$ cat config.mk
export PLATFORM = sky130hd
export DESIGN_NAME = fir_out_decimator
export DESIGN_NICKNAME = d
export VERILOG_FILES = /design/src/rtl/fir_out_decimator.sv
export SDC_FILE = /design/constraint.sdc
export NUM_CORES = 1
export LEC_CHECK = 0
export ABC_AREA = 1
export BUFFER_PORTS_ARGS = -buffer_cell sky130_fd_sc_hd__buf_2
export CORE_MARGIN = 4
export CORE_UTILIZATION = 35
export CTS_CLUSTER_DIAMETER = 100
export CTS_CLUSTER_SIZE = 8
export DETAILED_ROUTE_END_ITERATION = 10
export HOLD_SLACK_MARGIN = 0.02
export PLACE_DENSITY = 0.56
export RECOVER_POWER = 50
export SLEW_MARGIN = 20
export SYNTH_ARGS = -nofsm -noshare
export SYNTH_HDL_FRONTEND = slang
export SYNTH_SLANG_ARGS = --single-unit
$ cat constraint.sdc
create_clock -name clk -period 4.4 [get_ports clk]
set_input_delay 0.22 -clock clk [delete_from_list [all_inputs] [get_ports clk]]
set_output_delay 0.22 -clock clk [all_outputs]
set_load 0.01 [all_outputs]
$ cat src/rtl/fir_out_decimator.sv
// rtl/fir_out_decimator.sv - integrate-and-dump decimator with round/shift/saturate and output FIFO
module fir_out_decimator #(
  parameter int IN_W  = 16,
  parameter int OUT_W = 8,
  parameter int DECIM = 4,
  parameter int SHIFT = 2,
  parameter int DEPTH = 4
) (
  input  logic                    clk,
  input  logic                    rst,
  input  logic signed [IN_W-1:0]  y_in,
  input  logic                    y_valid,
  output logic signed [OUT_W-1:0] d_out,
  output logic                    d_valid,
  input  logic                    d_ready,
  output logic                    sat_pulse,
  output logic                    ovf,
  output logic [7:0]              drop_cnt
);

  localparam int ACC_W = IN_W + $clog2(DECIM);
  localparam int PH_W  = $clog2(DECIM);
  localparam int PW    = (DEPTH > 1) ? $clog2(DEPTH) : 1;
  localparam int CW    = $clog2(DEPTH + 1);

  localparam logic signed [ACC_W:0] HALF = (ACC_W+1)'(1) << (SHIFT - 1);
  localparam logic signed [ACC_W:0] MAXV = (ACC_W+1)'((1 << (OUT_W - 1)) - 1);
  localparam logic signed [ACC_W:0] MINV = ~MAXV;

  logic signed [ACC_W-1:0] acc_q, acc_d;
  logic [PH_W-1:0]         phase_q, phase_d;
  logic [OUT_W-1:0]        mem_q [DEPTH];
  logic [PW-1:0]           wr_q, wr_d, rd_q, rd_d;
  logic [CW-1:0]           cnt_q, cnt_d;
  logic                    sat_q, sat_d;
  logic                    ovf_q, ovf_d;
  logic [7:0]              drop_q, drop_d;

  logic signed [ACC_W-1:0] y_ext, sum;
  logic signed [ACC_W:0]   rounded, shifted;
  logic [OUT_W-1:0]        result;
  logic                    clamped, push, do_push, do_pop, full;

  assign y_ext = {{(ACC_W-IN_W){y_in[IN_W-1]}}, y_in};
  assign sum   = acc_q + y_ext;

  // One guard bit above the accumulator absorbs the rounding offset.
  always_comb begin
    rounded = $signed({sum[ACC_W-1], sum}) + HALF;
    shifted = rounded >>> SHIFT;
    clamped = 1'b0;
    result  = shifted[OUT_W-1:0];
    if (shifted > MAXV) begin
      result  = MAXV[OUT_W-1:0];
      clamped = 1'b1;
    end else if (shifted < MINV) begin
      result  = MINV[OUT_W-1:0];
      clamped = 1'b1;
    end
  end

  assign push    = y_valid && (phase_q == PH_W'(DECIM - 1));
  assign full    = (cnt_q == CW'(DEPTH));
  assign d_valid = (cnt_q != '0);
  assign do_pop  = d_valid && d_ready;
  assign do_push = push && (!full || do_pop);

  always_comb begin
    acc_d   = acc_q;
    phase_d = phase_q;
    wr_d    = wr_q;
    rd_d    = rd_q;
    cnt_d   = cnt_q;
    sat_d   = push && clamped;
    ovf_d   = ovf_q;
    drop_d  = drop_q;
    if (y_valid) begin
      if (push) begin
        acc_d   = '0;
        phase_d = '0;
      end else begin
        acc_d   = sum;
        phase_d = phase_q + 1'b1;
      end
    end
    if (do_push) wr_d = (wr_q == PW'(DEPTH - 1)) ? '0 : wr_q + 1'b1;
    if (do_pop)  rd_d = (rd_q == PW'(DEPTH - 1)) ? '0 : rd_q + 1'b1;
    if (do_push && !do_pop)      cnt_d = cnt_q + 1'b1;
    else if (do_pop && !do_push) cnt_d = cnt_q - 1'b1;
    if (push && !do_push) begin
      ovf_d = 1'b1;
      if (drop_q != 8'hFF) drop_d = drop_q + 8'd1;
    end
  end

  always_ff @(posedge clk) begin
    if (rst) begin
      acc_q   <= '0;
      phase_q <= '0;
      wr_q    <= '0;
      rd_q    <= '0;
      cnt_q   <= '0;
      sat_q   <= 1'b0;
      ovf_q   <= 1'b0;
      drop_q  <= '0;
    end else begin
      acc_q   <= acc_d;
      phase_q <= phase_d;
      wr_q    <= wr_d;
      rd_q    <= rd_d;
      cnt_q   <= cnt_d;
      sat_q   <= sat_d;
      ovf_q   <= ovf_d;
      drop_q  <= drop_d;
    end
  end

  // Storage needs no reset: the occupancy count gates every read.
  always_ff @(posedge clk) begin
    if (!rst && do_push) mem_q[wr_q] <= result;
  end

  assign d_out     = d_valid ? $signed(mem_q[rd_q]) : '0;
  assign sat_pulse = sat_q;
  assign ovf       = ovf_q;
  assign drop_cnt  = drop_q;

endmodule

==> run summary <==
The proportion of power drawn by the clock network is 30.4%. The signal on the critical path passes through ha_1 > inv_1 > fa_1 > inv_1 > nand2_1 > nand2_1 > nand3_1 > nand2_1 > nand2_1 > nand2_2 > nand3_2 > nor2_1 > nand3_1 > nand2_1 > nand2_1 > nor2_1 > nand3_2 > nand2_4 > inv_2 > a21oi_2. Leaving out fill and tap cells, the most frequent cells in the layout are sky130_fd_sc_hd__nand2_1, sky130_fd_sc_hd__inv_1, sky130_fd_sc_hd__nor2_1. Registers are responsible for 33.5% of the overall power. The total setup violations reported at the end of the flow came out at 0. The portion of the clock cycle consumed by the worst path in the final layout came out at 69.2%.

Of all nets on the critical path, the largest fanout is 8. The filler cell count in the final layout came out at 1425. The final non-filler cell total is 899. Sorting the synthesized cells by area gives the leading types as sky130_fd_sc_hd__edfxtp_1, sky130_fd_sc_hd__dfxtp_1, sky130_fd_sc_hd__nand2_1. The path class of the tightest hold or removal check is input port to flop. For this run, the slowest stage of the critical path takes 0.38 ns. The net switching power of the design is 0.952 mW.

The number of resized instances in the post-cts repair step is 0. The top-level I/O count is 39. The area of the core came out at 0.0133 mm². The later-pin clock latency in the skew report came out at 0.34 ns. The arrival time of data at the critical path endpoint is 3.21 ns. The launching instance or port of the critical path is acc_q[0]. The cell area after technology mapping is 0.00480 mm². The flop-to-flop setup slack came out at 1.36 ns. The H-tree was split into 3 levels. The count of buffers added on input and output ports is 38. The number of max-cap violations came out at 1. The post-route core utilization is 40.9%. The part of the Yosys area used for sequential elements came out at 36.3%.

The type of element capturing the critical path is a flop. The number of global-route vias before repair is 4205. The floorplan has 42 rows. The final hold slack is 0.143 ns. The y dimension of the die came out at 125 µm. For this block, the initial DRC count from the detailed router was 271. In this run the critical register-to-register path is captured at mem_q[1][6].

The most frequent cell on the critical path is sky130_fd_sc_hd__nand2_1. Including well taps, the total number of placed cells is 883. In this run the biggest area consumer among cell types represents 20.0% of the synthesized area.

Summing internal, switching and leakage power gives 2.47 mW. STA puts the critical path data required time at 4.56 ns. The cell depth of the worst min-delay path is 2. The clock-pin slew on the worst setup and hold paths came out at 0.06 ns. OpenSTA, run right after detailed placement, puts the worst setup slack at 1.34 ns.

The final non-filler cell area came out at 0.00545 mm². The worst-case IR drop observed on VDD is 0.150 mV. The via density per instance came out at 4.78. The cell count after synthesis came out at 680. The global placement routability congestion is 0.868. Across every metal layer, demand over resource in global routing totals 15.4%. The antenna diode count is 0. The number of antenna violations at the first check in global routing is 0.

The first global-routing pass estimated 19.7 mm of wire. The average wire per standard cell is 13.0 µm. Buffers inserted to repair hold after CTS numbered 0.

The setup TNS after final layout is 0 ns. For this design, the slowest cell found on the critical path is sky130_fd_sc_hd__fa_1. The pin count of the biggest net entering global routing came out at 26. The peak clock frequency supported by timing is 0.328 GHz. After global routing the overflow that remains totals 0. The relative contribution of combinational cells to total power is 36.1%. The clock tree skew after final layout came out at 0.0115 ns. The worst relative slew slack is -5.22%. After detailed placement, the total cell area comes to 0.00517 mm². The number of vias in the routed layout is 4296. The run finished, with violations left. The length in cells of the worst reg-to-reg path is 20.

The register bit total from synthesis came out at 71. The worst path meets setup with 1.36 ns of slack. STA classifies the critical path startpoint as a flop. The synthesized area divided by synthesized cell count came out at 7.06 µm². The number of buffers and inverters on the critical path is 3. The internal power consumption came out at 1.52 mW. For the pin with the worst max-slew slack, the measured transition is 1.57 ns. TritonCTS built the clock tree. In this run the most critical hold path is launched from y_valid.

At the end of the flow, the number of nets in the layout was 766. The cell at the root of the clock tree is sky130_fd_sc_hd__clkbuf_16. The largest area contributor in the netlist is sky130_fd_sc_hd__edfxtp_1. In this run switching power makes up 38.5% of total power.

In the routed design, unresolved DRC markers number 0. The worst register-to-register path begins at acc_q[0]. Once the floorplan was initialized, standard cells occupied 36.0% of the core.

The total power per unit cell area is 453 mW/mm². Summed over all cells, the static leakage comes to 2.55 nW. Counting along the longest clock path gives a buffer depth of 2.

The final reports fail on max-capacitance violations, max-slew violations. The die span in x came out at 125 µm. The first TritonRoute pass finished after 5 iterations. Buffers added to address setup during post-CTS repair amount to 0. Setup repair after global routing left no endpoint under its margin. The end of the worst hold path is phase_q[0].

The setup path with the least slack is of type flop to flop. The distinct cell type count after synthesis came out at 36. The number of buffers created by CTS is 9.

The number of warning messages in the yosys log came out at 0. The total nets after synthesis came out at 728. The sum of routed wire length over all layers is 11.7 mm.

Grouping stages by cell kind, the critical path spends the most delay in simple AND/OR/NAND/NOR gates. The max-slew violation count is 20. After layout, the minimum clock period comes to 3.04 ns. The number of failing hold endpoints at the final stage is 0.

The area growth from synthesis to final layout is 13.6%. The die outline area came out at 0.0157 mm². The library cell used most frequently in the layout, excluding fill and tap cells, is sky130_fd_sc_hd__nand2_1. In this run the remaining antenna-violating nets after routing total 0. The TritonCTS sink count is 71. The HPWL after detailed placement is 8.83 mm. Cells with a size suffix above 1 make up 14.4% of the layout.
==> power by group through the flow <==
stage	clock, mW	combinational [mW]	sequential, mW
floorplan	0	0.679	0.803
global placement	0	0.880	0.837
detailed placement	0	0.896	0.841
CTS	0.771	0.903	0.828
global route	0.793	1.02	0.837
finish	0.750	0.894	0.828
==> sequential cells by signal, summed over array words and instances (netlist names), named ones only <==
register / cells
mem_q: 32
acc_q: 18
drop_cnt: 8
cnt_q: 3
phase_q: 2
rd_q: 2
wr_q: 2
ovf: 1
sat_pulse: 1
==> worst max path at each step <==
stage / to / slack, ns / cells after the start
6_report: mem_q[1][6] / 1.36 / 20
5_1_grt: mem_q[1][0] / 1.02 / 21
4_1_cts: mem_q[0][4] / 1.34 / 21
3_5_place_dp: mem_q[3][2] / 1.34 / 21
3_3_place_gp: mem_q[0][0] / 1.44 / 21
2_1_floorplan: mem_q[0][0] / 1.72 / 21
==> layout make-up <==
cell class,instances,area [µm²],area share (%)
timing repair buffer,38,175,3.21
clock inverter,4,52.6,0.964
tap,176,220,4.04
multi-input combinational,499,2650,48.5
clock buffer,12,248,4.54
inverter,99,372,6.81
sequential,71,1740,31.9
==> synth_stat cells (all sizes together) <==
cell type,number
nand4,10
clkinv,2
fa,2
a21oi,46
nor3,6
ha,26
o21ai,28
o211a,1
o21bai,2
nand3,49
xnor2,2
dfxtp,39
and2,5
inv,97
or2,2
a211oi,2
nand3b,2
xor2,2
and3,2
clkbuf,11
nand2,223
nor2,87
a31oi,1
edfxtp,32
o21a,1
==> logic make-up (layout without fill, tap and decap cells) <==
kind of cell	count (synthesis)	count (layout)	synth area share, %
and+or+nand+nor	386	386	37.6
buffers and inverters	110	153	8.60
AOI/OAI and AO/OA	81	81	9.15
DFF	71	71	36.3
adders and majority gates	28	28	7.61
xor gates and xnor gates	4	4	0.730
==> worst register-to-register path, stage by stage, from the launching register on <==
cell and delay, ns:
sky130_fd_sc_hd__dfxtp_1 0.33, sky130_fd_sc_hd__ha_1 0.22, sky130_fd_sc_hd__inv_1 0.07, sky130_fd_sc_hd__fa_1 0.38, sky130_fd_sc_hd__inv_1 0.11, sky130_fd_sc_hd__nand2_1 0.07, sky130_fd_sc_hd__nand2_1 0.07, sky130_fd_sc_hd__nand3_1 0.09
sky130_fd_sc_hd__nand2_1 0.09, sky130_fd_sc_hd__nand2_1 0.08, sky130_fd_sc_hd__nand2_2 0.11, sky130_fd_sc_hd__nand3_2 0.13, sky130_fd_sc_hd__nor2_1 0.22, sky130_fd_sc_hd__nand3_1 0.13, sky130_fd_sc_hd__nand2_1 0.08, sky130_fd_sc_hd__nand2_1 0.06
sky130_fd_sc_hd__nor2_1 0.15, sky130_fd_sc_hd__nand3_2 0.11, sky130_fd_sc_hd__nand2_4 0.14, sky130_fd_sc_hd__inv_2 0.05, sky130_fd_sc_hd__a21oi_2 0.18
==> routing by layer <==
| metal | GRT usage, % | part of all wire [%] |
|---|---|---|
| met1 | 19.4 | 48 |
| met2 | 25.6 | 46 |
| met3 | 3.75 | 3.9 |
| met4 | 5.74 | 1.6 |
| met5 | 0 | 0 |
Note: power is estimated with default switching activity, not from simulation.
